==> src/rtl/hamming_switch_conditioner_if.sv <==
// Switch-conditioner bus: raw switch levels and ack flow in, and the
// debounced word, its valid flag, the overrun flag and busy flow out.
interface hamming_switch_conditioner_if #(
  parameter int WIDTH = 11
);
  logic [WIDTH-1:0] sw_raw;
  logic [WIDTH-1:0] sw_stable;
  logic             word_valid;
  logic             word_ack;
  logic             overrun;
  logic             busy;

  modport master (
    input  sw_raw,
    input  word_ack,
    output sw_stable,
    output word_valid,
    output overrun,
    output busy
  );

  modport slave (
    output sw_raw,
    output word_ack,
    input  sw_stable,
    input  word_valid,
    input  overrun,
    input  busy
  );
endinterface

==> src/rtl/hamming_switch_conditioner.sv <==
// Switch conditioner ahead of the Hamming check/display path.
// Synchronizes the {i, e} switch bank, waits for it to hold one value for a
// full stability window, then publishes that word with a valid/ack handshake.
module hamming_switch_conditioner #(
  parameter int WIDTH       = 11,
  parameter int SYNC_STAGES = 2,
  parameter int CNT_MAX     = 270000,
  parameter int CNT_W       = $clog2(CNT_MAX)
) (
  input  logic                         clk,
  input  logic                         rst,
  hamming_switch_conditioner_if.master bus
);

  typedef enum logic [1:0] {
    IDLE,
    COUNT,
    COMMIT
  } state_t;

  localparam logic [CNT_W-1:0] CNT_LAST = CNT_W'(CNT_MAX - 1);

  state_t           state;
  state_t           state_next;
  logic [WIDTH-1:0] sync_ff [SYNC_STAGES];
  logic [WIDTH-1:0] sync;
  logic [WIDTH-1:0] sync_q;
  logic [WIDTH-1:0] candidate;
  logic [WIDTH-1:0] candidate_next;
  logic [CNT_W-1:0] counter;
  logic [CNT_W-1:0] counter_next;
  logic [WIDTH-1:0] stable_q;
  logic             valid_q;
  logic             overrun_q;
  logic             busy_q;
  logic             commit;
  logic             ack_take;

  assign sync     = sync_ff[SYNC_STAGES-1];
  assign commit   = (state == COMMIT);
  assign ack_take = bus.word_ack && valid_q;

  // Per-bit synchronizer chain; bits may settle on different cycles.
  always_ff @(posedge clk or posedge rst) begin
    if (rst) begin
      for (int k = 0; k < SYNC_STAGES; k++) begin
        sync_ff[k] <= '0;
      end
    end else begin
      sync_ff[0] <= bus.sw_raw;
      for (int k = 1; k < SYNC_STAGES; k++) begin
        sync_ff[k] <= sync_ff[k-1];
      end
    end
  end

  // Register the synchronized word so FSM decisions start from a flop.
  always_ff @(posedge clk or posedge rst) begin
    if (rst) begin
      sync_q <= '0;
    end else begin
      sync_q <= sync;
    end
  end

  // FSM state, candidate word and stability counter.
  always_ff @(posedge clk or posedge rst) begin
    if (rst) begin
      state     <= IDLE;
      candidate <= '0;
      counter   <= '0;
    end else begin
      state     <= state_next;
      candidate <= candidate_next;
      counter   <= counter_next;
    end
  end

  // Next-state logic: time a candidate, restart on change, drop on glitch.
  always_comb begin
    state_next     = state;
    candidate_next = candidate;
    counter_next   = counter;
    case (state)
      IDLE: begin
        if (sync_q != stable_q) begin
          candidate_next = sync_q;
          counter_next   = '0;
          state_next     = COUNT;
        end
      end
      COUNT: begin
        if (sync_q == stable_q) begin
          counter_next = '0;
          state_next   = IDLE;
        end else if (sync_q != candidate) begin
          candidate_next = sync_q;
          counter_next   = '0;
        end else if (counter == CNT_LAST) begin
          state_next = COMMIT;
        end else begin
          counter_next = counter + CNT_W'(1);
        end
      end
      COMMIT: begin
        state_next = IDLE;
      end
      default: begin
        state_next = IDLE;
      end
    endcase
  end

  // Published word, handshake and overrun; an ack in the commit cycle
  // retires the old word so the new one is not counted as lost.
  always_ff @(posedge clk or posedge rst) begin
    if (rst) begin
      stable_q  <= '0;
      valid_q   <= 1'b0;
      overrun_q <= 1'b0;
    end else if (commit) begin
      stable_q <= candidate;
      valid_q  <= 1'b1;
      if (valid_q && !bus.word_ack) begin
        overrun_q <= 1'b1;
      end else if (ack_take) begin
        overrun_q <= 1'b0;
      end
    end else if (ack_take) begin
      valid_q   <= 1'b0;
      overrun_q <= 1'b0;
    end
  end

  // Busy tracks whether the FSM is timing or committing a candidate.
  always_ff @(posedge clk or posedge rst) begin
    if (rst) begin
      busy_q <= 1'b0;
    end else begin
      busy_q <= (state_next != IDLE);
    end
  end

  assign bus.sw_stable  = stable_q;
  assign bus.word_valid = valid_q;
  assign bus.overrun    = overrun_q;
  assign bus.busy       = busy_q;

endmodule

==> src/flat_wrapper.sv <==
// flat-port wrapper written by rule: the top's interface ports become plain ports
module hamming_switch_conditioner_flat 
#(
  parameter int WIDTH       = 11,
  parameter int SYNC_STAGES = 2,
  parameter int CNT_MAX     = 270000,
  parameter int CNT_W       = $clog2(CNT_MAX)
)
  (clk, rst, bus_sw_raw, bus_word_ack, bus_sw_stable, bus_word_valid, bus_overrun, bus_busy);
  hamming_switch_conditioner_if #(.WIDTH(WIDTH)) bus_i ();
  input  logic clk;
  input  logic rst;
  input wire logic [$bits(bus_i.sw_raw)-1:0] bus_sw_raw;
  input wire logic [$bits(bus_i.word_ack)-1:0] bus_word_ack;
  output wire logic [$bits(bus_i.sw_stable)-1:0] bus_sw_stable;
  output wire logic [$bits(bus_i.word_valid)-1:0] bus_word_valid;
  output wire logic [$bits(bus_i.overrun)-1:0] bus_overrun;
  output wire logic [$bits(bus_i.busy)-1:0] bus_busy;
  assign bus_i.sw_raw = bus_sw_raw;
  assign bus_i.word_ack = bus_word_ack;
  assign bus_sw_stable = bus_i.sw_stable;
  assign bus_word_valid = bus_i.word_valid;
  assign bus_overrun = bus_i.overrun;
  assign bus_busy = bus_i.busy;
  hamming_switch_conditioner #(.WIDTH(WIDTH), .SYNC_STAGES(SYNC_STAGES), .CNT_MAX(CNT_MAX), .CNT_W(CNT_W)) u_core (.clk(clk), .rst(rst), .bus(bus_i));
endmodule
==> config.mk <==
export PLATFORM = sky130hd
export DESIGN_NAME = hamming_switch_conditioner_flat
export DESIGN_NICKNAME = d
export VERILOG_FILES = /design/src/rtl/hamming_switch_conditioner_if.sv /design/src/rtl/hamming_switch_conditioner.sv /design/src/flat_wrapper.sv
export SDC_FILE = /design/constraint.sdc
export NUM_CORES = 1
export LEC_CHECK = 0
export ABC_AREA = 1
export BUFFER_PORTS_ARGS = -buffer_cell sky130_fd_sc_hd__buf_2
export CAP_MARGIN = 20
export CORE_UTILIZATION = 41
export DETAILED_ROUTE_END_ITERATION = 12
export GPL_TIMING_DRIVEN = 0
export SYNTH_ARGS = -nofsm -noshare
export SYNTH_HDL_FRONTEND = slang
export SYNTH_SLANG_ARGS = --single-unit
==> constraint.sdc <==
create_clock -name clk -period 3.8 [get_ports clk]
set_input_delay 0.19 -clock clk [delete_from_list [all_inputs] [get_ports clk]]
set_output_delay 0.19 -clock clk [all_outputs]
set_load 0.005 [all_outputs]
# ---- Word-level counts from Yosys, hierarchy flattened
# Cells that the tools add are included.
dict set report classes {
  add_sub_neg 1
  eq_ne 10
  muxes 19
  n_reduce_logical 9
}
# op n
set ops {}
lappend ops {{2-to-1 mux 19 bit} 4}
lappend ops {{case mux 19 bit (2 select lines)} 1}
lappend ops {{2-to-1 mux 11 bit} 3}
lappend ops {{inequality test 11 bit} 2}
lappend ops {{case mux 11 bit (2 select lines)} 1}
lappend ops {{adder 19 x 1 -> 19 bit, second input constant} 1}
lappend ops {{== test 19 bit, second input constant} 1}
lappend ops {{== test 11 bit} 1}
lappend ops {{2-to-1 mux 2 bit} 4}
lappend ops {{nonzero test 2 bit} 3}
lappend ops {{2-to-1 mux 1 bit} 5}
lappend ops {{inequality test 2 x 1 -> 1 bit, second input constant} 2}
lappend ops {{inequality test 4 x 2 -> 1 bit, second input constant} 1}
lappend ops {{case mux 2 bit (2 select lines)} 1}
lappend ops {{AND reduction 4 bit} 1}
lappend ops {{AND reduction 3 bit} 1}
lappend ops {{== test 2 x 1 -> 1 bit, second input constant} 1}
lappend ops {{== test 2 bit, second input constant} 1}
lappend ops {{logical AND 1 bit} 2}
lappend ops {{zero test 2 bit} 1}
lappend ops {{inequality test 2 bit, second input constant} 1}
lappend ops {{zero test 1 bit} 1}
dict set report word_totals {
  regBits 79
  input_bits 14
  output_inout_bits 14
  word_cells 49
}

# ---- Longest topological paths before layout
# Gate-level depths: netlist of run 1.
dict set report depth {
  depth_word 6
  depth_mapped 12
  ltp_nobuf 11
}

# ---- Worst setup path after synthesis of run 1
# Ideal clock, no wire load.
dict set report synth_path {
  kind {register to register}
  start {register u_core.counter[0]}
  end {register u_core.counter[0]}
  setup_ns 0.117
  arrival_ns 1.453
  required_ns 3.683
  slack_ns 2.231
  path_stages_with_launch 12
  n_path_buf 1
  synth_period_minus_slack_ns 1.569
  cell_sequence {dfrtp_1 ha_1 nand2_2 nor2_4 nand3_1 nor3_2 nand2_1 nor2_2 nor2_2 buf_6 nand2_1 nand2_1}
}
dict set report synth_between {
  elab_chain_len 5
  word_cells_on_any_way 8
  classes_between {add/sub: 1; eq/ne: 2; mux: 4; reduce/logical: 1}
}
# item line
set synth_lines {}
lappend synth_lines {{start: declaration} hamming_switch_conditioner.sv:30} ;# logic [CNT_W-1:0] counter;
lappend synth_lines {{start signal: assignment} hamming_switch_conditioner.sv:75} ;# counter <= counter_next;
lappend synth_lines {{adder 19 x 1 -> 19 bit} hamming_switch_conditioner.sv:102} ;# counter_next = counter + CNT_W'(1);
lappend synth_lines {{2-to-1 mux 19 bit} hamming_switch_conditioner.sv:99} ;# end else if (counter == CNT_LAST) begin
lappend synth_lines {{2-to-1 mux 19 bit} hamming_switch_conditioner.sv:96} ;# end else if (sync_q != candidate) begin
lappend synth_lines {{2-to-1 mux 19 bit} hamming_switch_conditioner.sv:93} ;# if (sync_q == stable_q) begin
lappend synth_lines {{case mux 19 bit (2 select lines)} hamming_switch_conditioner.sv:84} ;# case (state)
# Several ways; a longest one is shown, not always the timed one. The select of a mux whose other input is x is not followed.
# A chain may end at the register's enable or synchronous reset.

# ---- Worst setup path in the final report of run 1
dict set report layout_path {
  start {register u_core.sync_q[5]}
  end {register u_core.candidate[3]}
}
dict set report layout_between {
  elab_chain_len 3
  word_cells_on_any_way 7
  classes_between {eq/ne: 6; reduce/logical: 1}
}
# item line
set layout_lines {}
lappend layout_lines {{start: declaration} hamming_switch_conditioner.sv:27} ;# logic [WIDTH-1:0] sync_q;
lappend layout_lines {{start signal: assignment} hamming_switch_conditioner.sv:62} ;# sync_q <= sync;
lappend layout_lines {{== test 11 bit, or another cell as far along} hamming_switch_conditioner.sv:93}
lappend layout_lines {{inequality test 2 bit (no source line) / inequality test 2 x 1 -> 1 bit (equally long branches)} -}
lappend layout_lines {{AND reduction 4 bit (no source line) (*)} -}
lappend layout_lines {{end signal: assignment} hamming_switch_conditioner.sv:74} ;# candidate <= candidate_next;
lappend layout_lines {{end: declaration} hamming_switch_conditioner.sv:28} ;# logic [WIDTH-1:0] candidate;
# Mark *: on every way between the ends. The rest lies on a longest branch, timed or not.

==> run_results.csv, run 1 <==
group,metric,value,unit
detailed_routing,drc,0,
place,placedCellCount,559,
worst_setup_path,cp-start-kind,"register",
clock_network,h-tree-depth,3,
finish,drive_gt1_share,14.9,%
clock_network,numCtsBuffers,9,
finish,fin_cells,588,
logic_synthesis,syn_area_per_cell,8.44,um^2
worst_setup_path,cp_max_fo,10,
place,hpwl,4.80,mm
logic_synthesis,synth_area_leaders,"dfrtp_1 (55%), nand2_1 (15%), nor2_1 (4.6%), inv_1 (4.3%), nand3_1 (3.5%)",
finish,syn2layout_area_growth,17.6,%
worst_setup_path,end_kind,"register",
logic_synthesis,yosysWarningCount,0,
detailed_routing,routed_wl,6.90,mm
floorplan,dieHeight,95.6,um
worst_setup_path,crit_end,"u_core.candidate[3]$_DFFE_PP0P_",
sta,setup_tns,0,ns
sta,finalWorstSetupSlack,1.98,ns
logic_synthesis,ys_types,26,
global_routing,grt_overflow,0,
power_and_ir_drop,p_per_area,373,nW/um^2
worst_setup_path,worstSetupPathType,"register to register",
global_routing,grt_max_degree,66,
worst_setup_path,rr_endpoint,"u_core.candidate[3]$_DFFE_PP0P_",
logic_synthesis,syn_inst,426,
finish,fin_util,50.7,%
finish,final_nets,493,
clock_network,root_buffer,"clkbuf_8",
floorplan,io_pins,28,
power_and_ir_drop,p_leak,2.11,nW
finish,final_cell_mix,"nand2_1 (148), dfrtp_1 (79), nor2_1 (44)",
sta,setup_viol,0,
hold_path,min_path_type,"input pin to asynchronous set/reset pin",
logic_synthesis,netlist_area,3590,um^2
floorplan,die_width,95.6,um
sta,worst_pin_slew,0.451,ns
sta,slew_headroom,69.9,%
global_routing,grt_pass1_vias,2608,
finish,diodes,0,
floorplan,start_util,43.1,%
logic_synthesis,ys_ff_latch,79,
logic_synthesis,synth_nets,441,
worst_setup_path,reg2reg_from,"u_core.sync_q[5]$_DFF_PP0_",
logic_synthesis,synth_top_cell_area_share,55.0,%
detailed_routing,antenna_left,0,
global_routing,grt_usage,17.5,%
sta,final_hold_viol_count,0,
detailed_routing,vias,2709,
flow_run,max_cap_viol_count,0,
sta,rsz0062_at_grt,"false",
detailed_routing,routed_via_density,4.61,
clock_network,path_clk_slew,0.10,ns
clock_network,clk_latency,0.36,ns
sta,period_share,47.8,%
sta,post-route-min-period,1.82,ns
place,portBuffers,27,
run_status,status,"complete, no violations",
power_and_ir_drop,ir_drop,0.205,mV
detailed_routing,wl_per_cell,11.7,um
logic_synthesis,yosysTopAreaCell,"dfrtp_1",
sta,fmax,0.551,GHz
logic_synthesis,yosysSeqAreaShare,55.0,%
clock_network,cts_tree,"done",
floorplan,fp-row-count,33,
global_routing,grt_pass1_wl,12.0,mm
detailed_routing,dr.pass1.iters,4,
clock_network,cts_resized,0,
sta,report.final.slew_viol_count,0,
worst_setup_path,rrSetupSlack,1.98,ns
worst_setup_path,crit_arrival,2.06,ns
clock_network,numClockSinks,79,
finish,layout_commonest_cell,"nand2_1",
detailed_routing,drt_iter0_drc,95,
worst_setup_path,worstSetupStartpoint,"u_core.sync_q[5]$_DFF_PP0_",
place,place_ws,1.99,ns
sta,finClkSkew,0.0122,ns
sta,hold_ws,0.297,ns
clock_network,max-clock-path-buffers,2,
finish,fill_cells,785,
floorplan,dieArea,9140,um^2
worst_setup_path,required,4.05,ns
floorplan,coreArea,8340,um^2
place,routabilityCongestion,0.812,
worst_setup_path,reg2reg_depth,11,
global_routing,antenna_found_initial,0,
-- logic make-up after synthesis --
kind of cell    synth area share, %
compound gates                 3.93
xor+xnor                       5.36
fa+ha+maj                     0.348
buf+inv                        7.14
flops                          55.0
simple gates                   28.2
-- critical path: stages, from the launching register on --
cell and delay (ns):
dfrtp_1 0.41, inv_2 0.07, nand2_1 0.05, nand2_1 0.07, nand2_1 0.05, nor2_1 0.17, nand2_1 0.11, nor2_4 0.21
nand2_1 0.10, nand3_2 0.20, buf_6 0.19, o21ai_1 0.07
-- cell type report --
type	instances	area [um^2]	area share, %
Clock buffer	9	124	2.93
Timing Repair Buffer	41	293	6.93
Inverter	48	183	4.32
Multi-Input combinational cell	289	1360	32.2
Sequential cell	79	1980	46.8
Buffer	10	76.3	1.81
Clock inverter	7	81.3	1.92
Tap cell	105	131	3.11
-- what timing repair did --
item	4_1_cts	5_1_grt
hold buffers	13	0
setup buffers	0	0
endpoints found under the hold margin	26	0
-- routing by layer --
layer / up-vias / wire, um / GRT usage [%] / share of wire, %
met5: - / 0 / 0 / 0
met4: 0 / 90 / 5.22 / 1.3
met3: 10 / 250 / 5.18 / 3.6
met2: 42 / 3120 / 26.9 / 45
met1: 1242 / 3440 / 23.8 / 50
li1: 1415 / - / - / -
-- sequential cells by signal, indices dropped and copies added, names as in the netlist, named ones only --
| signal | count |
|---|---|
| u_core.sync_ff | 11 |
| u_core.state | 2 |
| u_core.candidate | 11 |
| u_core.bus.busy | 1 |
| u_core.bus.sw_stable | 11 |
| u_core.sync_q | 11 |
| u_core.sync | 11 |
| u_core.counter | 19 |
| u_core.bus.word_valid | 1 |
-- synth_stat cells --
library cell  count
nor2_2            3
nand4_1           6
a2bb2oi_1         1
buf_6             4
xor2_1           10
nor2_4            2
a21oi_1           1
inv_1            41
nor3_1            3
nor3_2            1
nor2_1           44
nand3_1          25
dfrtp_1          79
nand2_1         148
nand2_4           1
buf_2             1
ha_1              1
inv_2             7
nand2_2           2
o21ai_1           9
clkbuf_1          3
o21bai_1          1
xnor2_1          12
o21ai_0          15
buf_4             2
nand3_2           4
-- through the flow --
step | cell area, um^2 | total power [W]
floorplan | 3590 | 0.000933
global placement | 3860 | 0.000951
detailed placement | 3890 | 0.000957
CTS | 4230 | 0.00161
global route | 4230 | 0.00165
finish | 4230 | 0.00158
-- how the worst min path moves through the flow --
stage / end / start / slack, ns / cells after the start
5_1_grt: u_core.counter[1]$_DFFE_PP0P_ / rst / 0.32 / 3
3_3_place_gp: u_core.sync_ff[18]$_DFF_PP0_ / bus_sw_raw[7] / 0.30 / 1
6_report: u_core.counter[2]$_DFFE_PP0P_ / rst / 0.30 / 3
3_5_place_dp: u_core.counter[0]$_DFFE_PP0P_ / rst / 0.14 / 2
4_1_cts: u_core.counter[1]$_DFFE_PP0P_ / rst / 0.28 / 3
2_1_floorplan: u_core.sync_ff[11]$_DFF_PP0_ / bus_sw_raw[0] / 0.22 / 0
-- power by group --
part | switching, W | total [W] | internal (W)
registers | 0.0000145 | 0.000878 | 0.000864
logic | 0.0000389 | 0.0000698 | 0.0000309
clock network | 0.000365 | 0.000629 | 0.000264
(Power assumes the default switching activity.)
==> run 2: changes to the inputs <==
==> constraint.sdc (replaced) <==
create_clock -name clk -period 1.5 [get_ports clk]
set_input_delay 0.075 -clock clk [delete_from_list [all_inputs] [get_ports clk]]
set_output_delay 0.075 -clock clk [all_outputs]
set_load 0.005 [all_outputs]
==> run_results.csv, run 2 (synthesis results as in run 1) <==
group,metric,value,unit
run_status,status,"complete, but fails checks",
run_status,violations,"setup timing",
detailed_routing,antenna_left,0,
detailed_routing,vias,2921,
floorplan,start_util,43.1,%
finish,final_nets,518,
worst_setup_path,worstPathCellList,"ha_4 -> nand2_4 -> nor2_4 -> nand3_4 -> nor3_4 -> nand2_2 -> nor2_4 -> nor2_4 -> buf_4 -> nand2_1 -> nand2_1",
place,place_ws,-0.346,ns
clock_network,numClockSinks,79,
sta,post-route-min-period,1.75,ns
global_routing,grt_overflow,0,
sta,setup_tns,-5.60,ns
floorplan,dieHeight,95.6,um
finish,layout_commonest_cell,"nand2_1",
clock_network,max-clock-path-buffers,2,
sta,fmax,0.570,GHz
worst_setup_path,crit_slowest_cell,"dfrtp_1",
global_routing,antenna_found_initial,0,
sta,finClkSkew,0.0105,ns
sta,worst_pin_slew,0.470,ns
detailed_routing,dr.pass1.iters,5,
finish,syn2layout_area_growth,31.9,%
hold_path,min_path_type,"input pin to asynchronous set/reset pin",
finish,drive_gt1_share,27.6,%
finish,largest_reg_flops,19,
floorplan,die_width,95.6,um
worst_setup_path,cp-start-kind,"register",
worst_setup_path,end_kind,"register",
worst_setup_path,crit_arrival,2.01,ns
clock_network,root_buffer,"clkbuf_8",
clock_network,h-tree-depth,3,
clock_network,path_clk_slew,0.08,ns
sta,rsz0062_at_grt,"true",
flow_run,max_cap_viol_count,0,
finish,fill_cells,724,
global_routing,grt_pass1_vias,2735,
place,hpwl,5.00,mm
power_and_ir_drop,p_per_area,905,nW/um^2
power_and_ir_drop,p_leak,2.32,nW
worst_setup_path,worstSetupPathType,"register to register",
finish,final_cell_mix,"nand2_1 (131), dfrtp_1 (79), inv_1 (39)",
finish,fin_util,56.8,%
clock_network,cts_tree,"done",
sta,slew_headroom,68.7,%
worst_setup_path,cpPeakStageDelay,0.40,ns
floorplan,fp-row-count,33,
sta,final_hold_viol_count,0,
floorplan,coreArea,8340,um^2
sta,report.final.slew_viol_count,0,
global_routing,grt_usage,18.7,%
worst_setup_path,path_common_cell,"nor2_4",
detailed_routing,wl_per_cell,13.1,um
power_and_ir_drop,ir_drop,0.739,mV
place,portBuffers,27,
sta,finalWorstSetupSlack,-0.254,ns
detailed_routing,drc,0,
global_routing,grt_max_degree,36,
clock_network,numCtsBuffers,9,
finish,diodes,0,
worst_setup_path,required,1.76,ns
global_routing,grt_pass1_wl,12.7,mm
sta,period_share,117,%
floorplan,io_pins,28,
sta,setup_viol,29,
detailed_routing,drt_iter0_drc,85,
floorplan,dieArea,9140,um^2
place,routabilityCongestion,0.852,
worst_setup_path,cp_max_fo,5,
detailed_routing,routed_via_density,4.77,
clock_network,clk_latency,0.36,ns
finish,largest_register,"u_core.counter",
detailed_routing,routed_wl,8.04,mm
[run 2: cell count changes in the layout (fill, tap and decap cells not counted), sizes merged]
cell,previous run,this run
clkinvlp,0,1
clkinv,2,1
clkbuf,12,11
buf,35,61
inv,53,51
bufinv,0,2
[run 2: worst max-delay path, delay by kind of cell (launching register included)]
family	cells	cell delay [ns]
adder cells (fa/ha/maj)	1	0.16
buffers and inverters	1	0.15
flip-flops	1	0.40
AND/OR/NAND/NOR	9	0.93
[run 2: stage by stage]
stage	hold WS (ns)	area (um^2)	total power [W]	cells
global placement	0.182	3870	0.00241	558
global route	0.250	4740	0.00446	613
finish	0.231	4740	0.00429	613
detailed placement	0.0814	3910	0.00243	560
floorplan	0.106	3600	0.00236	426
CTS	0.231	4550	0.00433	608
[run 2: layout make-up]
type,count,area [um^2],area share [%]
Tap cell,105,131,2.77
Multi-Input combinational cell,289,1580,33.3
Inverter,48,184,3.88
Clock inverter,7,109,2.30
Timing Repair Buffer,68,564,11.9
Sequential cell,79,1980,41.7
Buffer,8,73.8,1.56
Clock buffer,9,124,2.61
[run 2: timing repair]
action	4_1_cts	5_1_grt
endpoints found under the hold margin	26	0
setup endpoints to repair	31	44
buffers inserted	17	7
resized for setup	27	46
hold buffers	13	0
pin swaps	7	21
cloned	2	1
[run 2: worst paths after layout]
path                                               start                             to  slack [ns]  cells after the start
max reg2reg                u_core.counter[0]$_DFFE_PP0P_  u_core.counter[4]$_DFFE_PP0P_       -0.25                     11
max                        u_core.counter[0]$_DFFE_PP0P_  u_core.counter[4]$_DFFE_PP0P_       -0.25                     11
min reg2reg                     u_core.sync[5]$_DFF_PP0_     u_core.sync_q[5]$_DFF_PP0_        0.35                      0
max in group asynchronous                            rst   u_core.sync_ff[19]$_DFF_PP0_        0.54                      5
min in group clk                u_core.sync[5]$_DFF_PP0_     u_core.sync_q[5]$_DFF_PP0_        0.35                      0
min                                                  rst  u_core.counter[4]$_DFFE_PP0P_        0.23                      3
[run 2: where the power goes]
group          leakage (nW)  total [W]  internal (W)  switching [W]
Combinational          1.21   0.000213     0.0000911       0.000122
Clock                 0.118    0.00185      0.000975       0.000876
Sequential            0.992    0.00223       0.00219      0.0000383
[run 2: layer usage]
metal  GRT usage, %  up-vias  wire, um
li1               -     1475         -
met1           24.8     1384      3750
met2           29.7       50      3870
met3           5.26       12       290
met4           5.72        0       131
met5              0        -         0
